==> src/rtl/mips_pkg.sv <==
// mips_pkg: shared widths, ALUCtl codes, forwarding selects and the ID/EX register layout.
package mips_pkg;
    localparam int XLEN  = 32;
    localparam int RADDR = 5;

    localparam logic [3:0] ALU_AND = 4'b0000;
    localparam logic [3:0] ALU_OR  = 4'b0001;
    localparam logic [3:0] ALU_ADD = 4'b0010;
    localparam logic [3:0] ALU_SUB = 4'b0011;
    localparam logic [3:0] ALU_SLT = 4'b0100;
    localparam logic [3:0] ALU_NOR = 4'b0101;
    localparam logic [3:0] ALU_SLL = 4'b0110;
    localparam logic [3:0] ALU_SRA = 4'b0111;
    localparam logic [3:0] ALU_SRL = 4'b1000;
    localparam logic [3:0] ALU_XOR = 4'b1001;

    localparam logic [1:0] FWD_REG = 2'b00;
    localparam logic [1:0] FWD_WB  = 2'b01;
    localparam logic [1:0] FWD_MEM = 2'b10;

    typedef struct packed {
        logic             valid;
        logic [3:0]       alu_ctl;
        logic [XLEN-1:0]  rs_data;
        logic [XLEN-1:0]  rt_data;
        logic [XLEN-1:0]  imm;
        logic             alu_src;
        logic [4:0]       shamt;
        logic [RADDR-1:0] rs;
        logic [RADDR-1:0] rt;
        logic [RADDR-1:0] dest;
        logic             reg_write;
        logic             mem_read;
    } idex_t;

    // Register 0 is hardwired, so a write to it is never a forwarding source.
    function automatic logic fwd_hit(logic we, logic [RADDR-1:0] dest, logic [RADDR-1:0] src);
        return we && dest != '0 && dest == src;
    endfunction
endpackage

==> src/rtl/forward_unit.sv <==
// forward_unit: picks the bypass source for one operand, MEM before WB before register.
module forward_unit
    import mips_pkg::*;
(
    input  logic [RADDR-1:0] src,
    input  logic             mem_reg_write,
    input  logic [RADDR-1:0] mem_dest,
    input  logic             wb_reg_write,
    input  logic [RADDR-1:0] wb_dest,
    output logic [1:0]       sel
);
    assign sel = fwd_hit(mem_reg_write, mem_dest, src) ? FWD_MEM :
                 fwd_hit(wb_reg_write, wb_dest, src)   ? FWD_WB  : FWD_REG;
endmodule

==> src/rtl/ex_operand_stage.sv <==
// ex_operand_stage: ID/EX register with capture-time WB bypass, EX operand forwarding
// and load-use stall generation.
module ex_operand_stage
    import mips_pkg::*;
(
    input  logic             clk,
    input  logic             rst_n,
    input  logic             id_valid,
    input  logic [3:0]       id_alu_ctl,
    input  logic [XLEN-1:0]  id_rs_data,
    input  logic [XLEN-1:0]  id_rt_data,
    input  logic [XLEN-1:0]  id_imm,
    input  logic             id_alu_src,
    input  logic [4:0]       id_shamt,
    input  logic [RADDR-1:0] id_rs,
    input  logic [RADDR-1:0] id_rt,
    input  logic             id_uses_rt,
    input  logic [RADDR-1:0] id_dest,
    input  logic             id_reg_write,
    input  logic             id_mem_read,
    input  logic             flush,
    input  logic             mem_reg_write,
    input  logic [RADDR-1:0] mem_dest,
    input  logic [XLEN-1:0]  mem_result,
    input  logic             wb_reg_write,
    input  logic [RADDR-1:0] wb_dest,
    input  logic [XLEN-1:0]  wb_result,
    output logic [3:0]       alu_ctl,
    output logic [XLEN-1:0]  alu_a,
    output logic [XLEN-1:0]  alu_b,
    output logic [4:0]       alu_shamt,
    output logic [XLEN-1:0]  ex_store_data,
    output logic [RADDR-1:0] ex_dest,
    output logic             ex_reg_write,
    output logic             ex_mem_read,
    output logic             ex_valid,
    output logic [1:0]       fwd_a_sel,
    output logic [1:0]       fwd_b_sel,
    output logic             stall
);
    idex_t           ex_q;
    logic            go;
    logic [XLEN-1:0] fwd_rs, fwd_rt;

    // A load in EX whose result the ID instruction needs: hold ID for one bubble.
    assign stall = ex_q.valid && ex_q.mem_read && ex_q.dest != '0 && id_valid && !flush &&
                   (ex_q.dest == id_rs || (id_uses_rt && ex_q.dest == id_rt));
    assign go    = id_valid && !flush && !stall;

    always_ff @(posedge clk or negedge rst_n) begin
        if (!rst_n)
            ex_q <= '0;
        else
            ex_q <= '{valid:     go,
                      alu_ctl:   id_alu_ctl,
                      rs_data:   fwd_hit(wb_reg_write, wb_dest, id_rs) ? wb_result : id_rs_data,
                      rt_data:   fwd_hit(wb_reg_write, wb_dest, id_rt) ? wb_result : id_rt_data,
                      imm:       id_imm,
                      alu_src:   id_alu_src,
                      shamt:     id_shamt,
                      rs:        id_rs,
                      rt:        id_rt,
                      dest:      id_dest,
                      reg_write: go && id_reg_write,
                      mem_read:  go && id_mem_read};
    end

    forward_unit u_fwd_a (
        .src(ex_q.rs), .mem_reg_write(mem_reg_write), .mem_dest(mem_dest),
        .wb_reg_write(wb_reg_write), .wb_dest(wb_dest), .sel(fwd_a_sel)
    );

    forward_unit u_fwd_b (
        .src(ex_q.rt), .mem_reg_write(mem_reg_write), .mem_dest(mem_dest),
        .wb_reg_write(wb_reg_write), .wb_dest(wb_dest), .sel(fwd_b_sel)
    );

    assign fwd_rs = fwd_a_sel == FWD_MEM ? mem_result : fwd_a_sel == FWD_WB ? wb_result : ex_q.rs_data;
    assign fwd_rt = fwd_b_sel == FWD_MEM ? mem_result : fwd_b_sel == FWD_WB ? wb_result : ex_q.rt_data;

    assign alu_ctl       = ex_q.alu_ctl;
    assign alu_shamt     = ex_q.shamt;
    assign alu_a         = fwd_rs;
    assign alu_b         = ex_q.alu_src ? ex_q.imm : fwd_rt;
    assign ex_store_data = fwd_rt;
    assign ex_dest       = ex_q.dest;
    assign ex_reg_write  = ex_q.reg_write;
    assign ex_mem_read   = ex_q.mem_read;
    assign ex_valid      = ex_q.valid;
endmodule

==> config.mk <==
export PLATFORM = sky130hd
export DESIGN_NAME = ex_operand_stage
export DESIGN_NICKNAME = d
export VERILOG_FILES = /design/src/rtl/mips_pkg.sv /design/src/rtl/forward_unit.sv /design/src/rtl/ex_operand_stage.sv
export SDC_FILE = /design/constraint.sdc
export NUM_CORES = 1
export LEC_CHECK = 0
export BUFFER_PORTS_ARGS = -buffer_cell sky130_fd_sc_hd__buf_2
export CAP_MARGIN = 20
export CORE_ASPECT_RATIO = 1.4
export CORE_MARGIN = 5
export CORE_UTILIZATION = 42
export DETAILED_ROUTE_END_ITERATION = 7
export PLACE_DENSITY = 0.87
export SYNTH_ARGS = -nofsm -noshare
export SYNTH_HDL_FRONTEND = slang
export SYNTH_SLANG_ARGS = --single-unit
==> constraint.sdc <==
create_clock -name clk -period 2.19 [get_ports clk]
set_input_delay 0.3285 -clock clk [delete_from_list [all_inputs] [get_ports clk]]
set_output_delay 0.3285 -clock clk [all_outputs]
set_load 0.02 [all_outputs]
==> run metrics, run 1 <==
status finished, violations left; violations in the final reports setup timing; reg2reg setup slack 0.78 ns; kind of capture point of the worst setup path output pin; data required time of the critical path around 1.9 ns; start point of the worst min-delay path id_imm[29]; Unique masters post-synth 33; height of the chip ~160 um; cts bufs inserted 17; TritonCTS clock tree done; hold path depth 1; destination of the worst hold path ex_q[52]$_DFF_PN0_; drt first pass iters 5; placed instance area a little over 10000 um2; Power Total about 7.3 mW; antenna violations before repair 8; post-synth design cell area between 6000 and 7000 um2; summed negative setup slack over all endpoints -47.75 ns; Setup-failing EPs final 100; detailed-route wire length ~33000 um; peak clock frequency supported by timing 0.358 GHz; largest driver fanout on the critical path 5; leakage power between 5 and 6 nW; DR vias/cell a little under 6; class of the worst hold path in2reg; Area growth, synth to finish 95.6%; cell family with the largest share of critical-path delay buffers and inverters; worst-case clock skew around 0.00072 ns; final worst hold slack 0.0129 ns; synthesized flop and latch total roughly 120; RSZ-0062 raised after global routing yes; Fin. Hold Viols 0; post-layout minimum cycle time roughly 2.8 ns; global router's overall resource usage about 33%; core area 15600 um2; die outline width 117 um; initial detailed-routing violation count between 400 and 500; Max rail drop VDD 0.000597 V; synthesized area per cell between 10 and 15 um2; endpoint of the worst-slack reg-to-reg timing path ex_mem_read$_DFF_PN0_; wire per inst roughly 26 um; Worst-Skew Late Latency between 0.4 and 0.5 ns; number of warnings issued by yosys 0; via count of the first global-routing pass approximately 7900; initial cell density of the core 42.8%; total power divided by cell area between 500 and 600 nW/um2; fraction of layout instances using a drive strength above 1 around 73%; Max-Cap Viols 0; number of core rows 54; Routed Antenna Nets 0; critical path cell sequence xor2_1, nor3_1, buf_4, nand4_4, bufbuf_16, mux2i_4, a221oi_4, buf_6; area of all placed cells without fillers around 13000 um2; largest net degree at the start of global routing 66; number of H-tree levels 4; slowest cell delay on critical path about 0.40 ns; Final period util 128%; global-route congestion overflow total 0; nets@finish between 1000 and 1500; Worst-Margin Slew 0.497 ns; weighted congestion at the end of routability-driven global placement 0.901; area of the die about 19000 um2; Bufs and invs on worst path 3; I/O Buffers between 300 and 400; cell with the largest stage delay on the worst path sky130_fd_sc_hd__dfrtp_1; register area share after synthesis 46.5%; kind of start point of the critical path flip-flop; final count of pins violating max slew 0; detailed-route via count slightly above 7000; origin of the critical flop-to-flop path ex_dest[0]$_DFF_PN0_; Worst EP arrival ~2.5 ns; total nets after synthesis about 850; sum of net half-perimeters after detailed placement between 15000 and 20000 um; global-route wire length before repair 46100 um; type of the setup path with the least slack reg2out; DR DRC count 0; crit path setup slack, layout -0.606 ns; root buffer cell sky130_fd_sc_hd__clkbuf_16; slew margin rel. approximately two thirds; number of primary I/O pins between 300 and 400; post-synthesis cell count ~650; clock-pin slew reported for the worst setup and hold paths after clock tree synthesis approximately 0.07 ns; deepest clock path buffer count 2; sink count of the clock tree about 120; worst r2r path cells 5
==> cell families after synthesis <==
| group | after synthesis | share of synthesized area (%) |
|---|---|---|
| buf+inv | 97 | 7.36 |
| xor+xnor | 40 | 5.25 |
| simple gates | 191 | 12.5 |
| compound gates | 101 | 12.8 |
| flops | 124 | 46.5 |
| mux | 96 | 15.6 |
==> how the worst max path moves through the flow <==
stage	from	endpoint	slack (ns)	cells past startpoint
after global routing	ex_q[9]$_DFF_PN0_	alu_b[0]	-0.69	8
final	ex_q[9]$_DFF_PN0_	alu_b[6]	-0.61	8
after floorplan	wb_dest[3]	alu_b[30]	-0.12	7
after global placement	wb_dest[3]	alu_b[27]	-0.36	9
after detailed placement	wb_dest[3]	alu_b[27]	-0.41	9
after CTS	ex_q[9]$_DFF_PN0_	alu_b[27]	-0.58	9
==> where the power goes <==
| part | internal [mW] | switching, mW |
|---|---|---|
| logic | 0.978 | 1.04 |
| registers | 2.42 | 0.0985 |
| clock network | 1.58 | 1.15 |
| total | 4.98 | 2.28 |
==> per-stage QoR <==
step,cells,setup WS (ns),utilization [%]
floorplan,649,-0.117,-
global placement,1179,-0.361,65.9
detailed placement,1179,-0.405,65.9
CTS,1240,-0.582,80.1
global route,1259,-0.694,83.7
finish,1259,-0.606,83.7
==> Yosys cell counts, drive strengths merged <==
cell | number | area [um2]
dfrtp | 124 | 3100
nor2 | 69 | 262
nand2 | 68 | 255
mux2 | 64 | 721
buf | 40 | 278
nor3 | 37 | 185
inv | 35 | 131
a21oi | 32 | 160
a221oi | 32 | 462
a31oi | 32 | 200
mux2i | 32 | 320
clkbuf | 22 | 82.6
xnor2 | 21 | 184
xor2 | 19 | 166
nand3 | 5 | 25.0
nand4 | 3 | 33.8
nor4 | 3 | 31.3
and2 | 2 | 12.5
and3 | 2 | 12.5
o21a | 2 | 15.0
or4 | 2 | 18.8
a311oi | 1 | 8.76
o21ai | 1 | 5.00
o22ai | 1 | 6.26
==> cell type report <==
cell class	count	area [um2]
antenna	9	22.5
fill	750	2550
inverter	35	136
multi-input combinational	428	5280
tap	196	245
clock buffer	18	429
clock inverter	14	135
sequential	124	3110
timing repair buffer	435	3710
==> registers in the layout, summed over array words and instances (netlist names) <==
signal        flops
ex_reg_write      1
alu_shamt         5
ex_valid          1
alu_ctl           4
ex_dest           5
ex_q            107
ex_mem_read       1
==> what timing repair did <==
action                                  in CTS  in global routing
buffers inserted                            16                 15
gates resized for setup                    338                123
cloned                                      14                  2
pin swaps                                   79                 44
endpoints found under the setup margin     100                100
hold buffers                                 1                  0
endpoints found under the hold margin       10                  0
==> worst register-to-register path: cells and delay by family (launching register included) <==
| family | cells | cell delay, ns |
|---|---|---|
| compound gates | 2 | 0.39 |
| xor+xnor | 1 | 0.21 |
| flops | 1 | 0.43 |
| simple gates | 2 | 0.29 |
==> metal layers <==
metal / GRT usage [%] / vias up / wire length (um)
li1: - / 3053 / -
met2: 58.8 / 435 / 17700
met4: 18.0 / 0 / 2330
met1: 34.8 / 3619 / 11000
met5: 0 / - / 0
met3: 8.06 / 167 / 2050
==> layout by cell type (no fill, tap or decap), types with 31 or more instances in the layout <==
master and count:
sky130_fd_sc_hd__a31oi_4 31, sky130_fd_sc_hd__buf_6 114, sky130_fd_sc_hd__inv_1 33, sky130_fd_sc_hd__nand2_4 53, sky130_fd_sc_hd__nor3_1 33, sky130_fd_sc_hd__mux2_2 64
sky130_fd_sc_hd__dfrtp_1 123, sky130_fd_sc_hd__nor2_1 32, sky130_fd_sc_hd__buf_2 223, sky130_fd_sc_hd__buf_4 56
(Power assumes the default switching activity.)
==> run 2: changes to the inputs <==
--- a/config.mk
+++ b/config.mk
@@ -7,7 +7,7 @@
 export LEC_CHECK = 0
 export BUFFER_PORTS_ARGS = -buffer_cell sky130_fd_sc_hd__buf_2
 export CAP_MARGIN = 20
-export CORE_ASPECT_RATIO = 1.4
+export CORE_ASPECT_RATIO = 0.8
 export CORE_MARGIN = 5
 export CORE_UTILIZATION = 42
 export DETAILED_ROUTE_END_ITERATION = 7
==> run 2 against run 1 <==
First-iteration DRC count fell by 13%. Register-to-register slack lost 0.07 ns. Critical path type unchanged. Die area fell by 0.11%. Largest cell class unchanged. Via count shrank 1.3%. Critical endpoint is now alu_b[26]. The run still ends with setup timing left. Sequential power is essentially flat. Setup slack got worse by 0.0039 ns. Global-route usage down 1.3 points.
==> run metrics, run 2 (synthesis gave the netlist of run 1 again) <==
number of H-tree levels 4; worst-case clock skew between 0.005 and 0.006 ns; TritonCTS clock tree done; switching share of total power around a third; nets@finish around 1300; slowest cell delay on critical path 0.41 ns; Worst-Skew Late Latency between 0.4 and 0.5 ns; sum of net half-perimeters after detailed placement roughly 19000 um; leakage power around 5.8 nW; global router's overall resource usage 31.7%; Final period util 128%; via count of the first global-routing pass roughly 8000; height of the chip approximately 120 um; sink count of the clock tree ~120; DP Cell Count ~1200; Power Total 7.23 mW; status finished, violations left; Setup-failing EPs final 100; violations in the final reports setup timing; data required time of the critical path 1.86 ns; cell family with the largest share of critical-path delay buffers and inverters; area of the die ~19000 um2; placed instance area about 10000 um2; most frequent standard cell in the layout excluding fill and tap cells sky130_fd_sc_hd__buf_2; peak clock frequency supported by timing 0.357 GHz; DR vias/cell 5.56; detailed-route via count 7178; initial cell density of the core ~43%; FILL cells about 730; deepest clock path buffer count 2; commonest non-fill, non-tap cells in the layout 232 x sky130_fd_sc_hd__buf_2, 123 x sky130_fd_sc_hd__dfrtp_1, 117 x sky130_fd_sc_hd__buf_6; Gate power share between 20 and 30%; clock-pin slew reported for the worst setup and hold paths after clock tree synthesis 0.06 ns; number of flip-flops under the largest register name about 110; Cell Count, Final, Fillers Out 1292; largest driver fanout on the critical path 8; setup slack after placement -0.372 ns; number of primary I/O pins between 300 and 400; cell with the largest stage delay on the worst path sky130_fd_sc_hd__dfrtp_1; switching pwr around 2.3 mW; Max-Cap Viols 0; fraction of layout instances using a drive strength above 1 between 60% and 70%; Bufs and invs on worst path 5; total power divided by cell area 555 nW/um2; crit path setup slack, layout -0.610 ns; final count of pins violating max slew 0; Worst-Margin Slew 0.410 ns; die outline width 151 um; global-route congestion overflow total 0; internal cell power roughly 5.0 mW; post-layout minimum cycle time approximately 2.8 ns; critical path cell sequence buf_6, xor2_1, nor3_1, buf_4, nand3_4, inv_4, nor2_4, buf_12, a221oi_4, buf_6; Fin. Hold Viols 0; antenna violations before repair 0; Routed Antenna Nets 0; area of all placed cells without fillers ~13000 um2; type of the setup path with the least slack reg2out; Area growth, synth to finish 94.9%; cts bufs inserted 17; Max rail drop VDD 0.000554 V; drt first pass iters 5; largest reg by FF count ex_q; RSZ-0062 raised after global routing yes; Worst EP arrival ~2.5 ns; cell repeated most along the worst path sky130_fd_sc_hd__buf_6; initial detailed-routing violation count 386; largest net degree at the start of global routing 59; class of the worst hold path in2reg; relative contribution of sequential cells to total power around 35%; DR DRC count 0; kind of start point of the critical path flip-flop; kind of capture point of the worst setup path output pin; wire per inst roughly 25 um; I/O Buffers roughly 320; slew margin rel. about 72%; number of core rows about 40; proportion of power drawn by the clock network between 30% and 40%; global-route wire length before repair 44000 um; weighted congestion at the end of routability-driven global placement slightly below 0.9; root buffer cell sky130_fd_sc_hd__clkbuf_16; detailed-route wire length about 32000 um; core area around 16000 um2
[run 2: changes by cell type in the layout (fill, tap and decap cells not counted), moves of 7 or more]
cell	before	now
sky130_fd_sc_hd__buf_16	9	2
sky130_fd_sc_hd__buf_2	223	232
sky130_fd_sc_hd__nor3_1	33	25
sky130_fd_sc_hd__nor3_2	4	12
sky130_fd_sc_hd__nand2_4	53	23
sky130_fd_sc_hd__diode_2	9	1
sky130_fd_sc_hd__dlygate4sd3_1	1	25
sky130_fd_sc_hd__buf_4	56	43
sky130_fd_sc_hd__nand2_1	4	33
[run 2: timing repair]
item / in CTS / in global routing
hold buffers: 8 / 17
endpoints found under the setup margin: 100 / 100
hold endpoints to repair: 32 / 17
setup buffers: 22 / 8
cloned: 5 / 4
pin swaps: 55 / 46
gates resized for setup: 294 / 100
[run 2: per-stage QoR]
step / TNS, ns / util, % / hold WS (ns)
finish: -49.41 / 82.9 / 0.0150
detailed placement: -30.37 / 65.9 / 0.276
CTS: -49.71 / 78.8 / 0.000726
global route: -59.59 / 82.9 / -0.00529
floorplan: -5.49 / - / 0.0329
global placement: -27.34 / 65.9 / 0.275
[run 2: power by group through the flow]
stage               clock (mW)  sequential (mW)  combinational (mW)
finish                    2.75             2.50                1.98
global route              2.88             2.51                2.07
CTS                       2.73             2.49                1.81
detailed placement           0             2.53                1.55
global placement             0             2.52                1.51
floorplan                    0             2.51               0.932
[run 2: layout make-up]
class / count / area [um2] / area share, %
clock inverters: 15 / 139 / 1.07
inverters: 35 / 141 / 1.09
multi-input cells: 428 / 5080 / 39.0
flip-flops and latches: 124 / 3110 / 23.9
well taps: 215 / 269 / 2.07
diodes: 1 / 2.50 / 0.0192
repair buffers: 457 / 3850 / 29.6
clock buffers: 17 / 425 / 3.27
[run 2: per-layer routing]
layer / wire length, um / track usage [%]
met5: 0 / 0
met4: 1630 / 15.2
met3: 3050 / 10.6
met2: 16300 / 54.2
met1: 11200 / 35.6
[run 2: final timing paths]
kind	start	endpoint	slack (ns)	cells past startpoint
max	ex_q[9]$_DFF_PN0_	alu_b[26]	-0.61	10
min	id_dest[1]	ex_dest[1]$_DFF_PN0_	0.02	1
max reg2reg	ex_dest[4]$_DFF_PN0_	ex_mem_read$_DFF_PN0_	0.71	5
min reg2reg	ex_dest[2]$_DFF_PN0_	ex_valid$_DFF_PN0_	0.74	3
max in group asynchronous	rst_n	ex_q[104]$_DFF_PN0_	1.14	3
min in group asynchronous	rst_n	ex_q[13]$_DFF_PN0_	0.39	2
==> run 3: changes to the inputs <==
--- a/config.mk
+++ b/config.mk
@@ -5,13 +5,15 @@
 export SDC_FILE = /design/constraint.sdc
 export NUM_CORES = 1
 export LEC_CHECK = 0
-export BUFFER_PORTS_ARGS = -buffer_cell sky130_fd_sc_hd__buf_2
+export BUFFER_PORTS_ARGS = -buffer_cell sky130_fd_sc_hd__buf_4
 export CAP_MARGIN = 20
 export CORE_ASPECT_RATIO = 0.8
 export CORE_MARGIN = 5
 export CORE_UTILIZATION = 42
+export CTS_BUF_LIST = sky130_fd_sc_hd__clkbuf_16
 export DETAILED_ROUTE_END_ITERATION = 7
 export PLACE_DENSITY = 0.87
+export SLEW_MARGIN = 15
 export SYNTH_ARGS = -nofsm -noshare
 export SYNTH_HDL_FRONTEND = slang
 export SYNTH_SLANG_ARGS = --single-unit
==> run 3 against run 2 <==
The run still ends with setup timing left. Register-to-register slack improved by 0.10 ns. Final cell count grew 1.2%. Non-clock buffer count increased by 16. Power up 10%. Die area stayed put. Critical endpoint is now alu_a[10]. Highest routed layer unchanged.
==> run metrics, run 3 (synthesis gave the netlist of run 1 again) <==
status finished, violations left; violations in the final reports setup timing; crit path setup slack, layout -0.649 ns; global-route wire length before repair 49000 um; nets@finish around 1300; number of primary I/O pins 322; Setup-failing EPs final 100; clock-pin slew reported for the worst setup and hold paths after clock tree synthesis approximately 0.07 ns; kind of capture point of the worst setup path output pin; total power divided by cell area ~560 nW/um2; die outline width 151 um; number of H-tree levels 4; antenna violations before repair 0; Worst-Margin Slew approximately 0.63 ns; Area growth, synth to finish 112%; Routed Antenna Nets 0; DR DRC count 0; commonest non-fill, non-tap cells in the layout 285 x sky130_fd_sc_hd__buf_4, 123 x sky130_fd_sc_hd__dfrtp_1, 96 x sky130_fd_sc_hd__buf_6; largest reg by FF count ex_q; number of flip-flops under the largest register name 107; global router's overall resource usage about 36%; largest driver fanout on the critical path 5; core area 15700 um2; global-route congestion overflow total 0; kind of start point of the critical path flip-flop; TritonCTS clock tree done; worst-case clock skew 0.00330 ns; wire per inst around 29 um; weighted congestion at the end of routability-driven global placement 0.885; drt first pass iters 5; data required time of the critical path ~1.9 ns; cell family with the largest share of critical-path delay simple AND/OR/NAND/NOR gates; Bufs and invs on worst path 4; area of the die 18500 um2; placed instance area between 10000 and 15000 um2; detailed-route wire length 37300 um; peak clock frequency supported by timing around 0.35 GHz; fraction of layout instances using a drive strength above 1 71.3%; slew margin rel. approximately three fifths; Final period util 130%; largest net degree at the start of global routing 46; type of the setup path with the least slack reg2out; final count of pins violating max slew 0; via count of the first global-routing pass a little over 8000; end-of-flow core utilization between 90 and 100%; Max-Cap Viols 0; summed negative setup slack over all endpoints -52.26 ns; Fin. Hold Viols 0; leakage power approximately 6.3 nW; cts bufs inserted 17; RSZ-0062 raised after global routing yes; cell with the largest stage delay on the worst path sky130_fd_sc_hd__dfrtp_1; Worst EP arrival approximately 2.5 ns; Worst-Skew Late Latency 0.43 ns; post-layout minimum cycle time 2.84 ns; most frequent standard cell in the layout excluding fill and tap cells sky130_fd_sc_hd__buf_4; initial detailed-routing violation count ~550; class of the worst hold path in2reg; I/O Buffers roughly 320; sum of net half-perimeters after detailed placement 19200 um; cell repeated most along the worst path sky130_fd_sc_hd__buf_12; number of core rows ~40; sink count of the clock tree between 100 and 150; deepest clock path buffer count 2; root buffer cell sky130_fd_sc_hd__clkbuf_16; area of all placed cells without fillers 14200 um2; Antenna Cells 0; height of the chip approximately 120 um; initial cell density of the core about 43%; DR vias/cell between 5 and 6; critical path cell sequence xor2_2, nor4_2, buf_4, and3_4, buf_12, buf_12, nand2_4, a31oi_4, buf_6; Max rail drop VDD around 0.00063 V; detailed-route via count a little under 8000; slowest cell delay on critical path about 0.43 ns
-- run 3: changes by cell type in the layout (fill, tap and decap cells not counted), sizes merged --
cell and change:
buf -3, bufbuf +1, bufinv +4, clkbuf +2
clkinv -2, clkinvlp -2, diode -1, dlygate4sd3 +16
-- run 3: routing by layer --
metal	part of all wire, %	global-route usage, %	vias to the layer above
li1	-	-	3122
met1	34	38.8	3829
met2	50	61.8	532
met3	9.6	11.5	199
met4	6.4	20.5	0
met5	0	0	-
-- run 3: path summary, 6_finish.rpt --
check / start / endpoint / slack [ns] / depth (start not counted)
worst max-delay path: ex_q[16]$_DFF_PN0_ / alu_a[10] / -0.65 / 9
worst min-delay path: id_dest[2] / ex_dest[2]$_DFF_PN0_ / 0.008 / 1
worst max register to register: ex_dest[4]$_DFF_PN0_ / ex_reg_write$_DFF_PN0_ / 0.81 / 5
worst min register to register: ex_dest[3]$_DFF_PN0_ / ex_valid$_DFF_PN0_ / 0.73 / 3
max in group asynchronous: rst_n / ex_q[102]$_DFF_PN0_ / 0.98 / 3
min in group asynchronous: rst_n / alu_shamt[1]$_DFF_PN0_ / 0.46 / 2
-- run 3: timing repair --
item | in CTS | in global routing
endpoints found under the hold margin | 71 | 9
resized for setup | 227 | 109
cloned | 16 | 7
buffers inserted | 16 | 15
endpoints found under the setup margin | 100 | 100
pin swaps | 79 | 49
hold buffers | 32 | 9
-- run 3: power by group --
| group | switching [mW] | internal, mW |
|---|---|---|
| combinational | 1.07 | 1.12 |
| clock | 1.22 | 2.04 |
| sequential | 0.104 | 2.42 |
| total | 2.39 | 5.58 |
-- run 3: metrics by stage --
step / power, mW / instances / setup slack, ns / hold slack, ns
after floorplan: 3.44 / 649 / -0.117 / 0.0329
after global placement: 4.23 / 1190 / -0.321 / 0.382
after global routing: 8.18 / 1307 / -0.713 / -0.00227
after detailed placement: 4.28 / 1190 / -0.374 / 0.376
final: 7.98 / 1307 / -0.649 / 0.00807
after CTS: 7.75 / 1285 / -0.618 / 0.0000495
-- run 3: cell type report --
| type | instances | area [um2] |
|---|---|---|
| clock inverter | 15 | 234 |
| multi-input combinational | 428 | 5250 |
| inverter | 35 | 146 |
| tap | 215 | 269 |
| clock buffer | 17 | 425 |
| sequential | 124 | 3110 |
| timing repair buffer | 473 | 4720 |
| fill | 568 | 1540 |
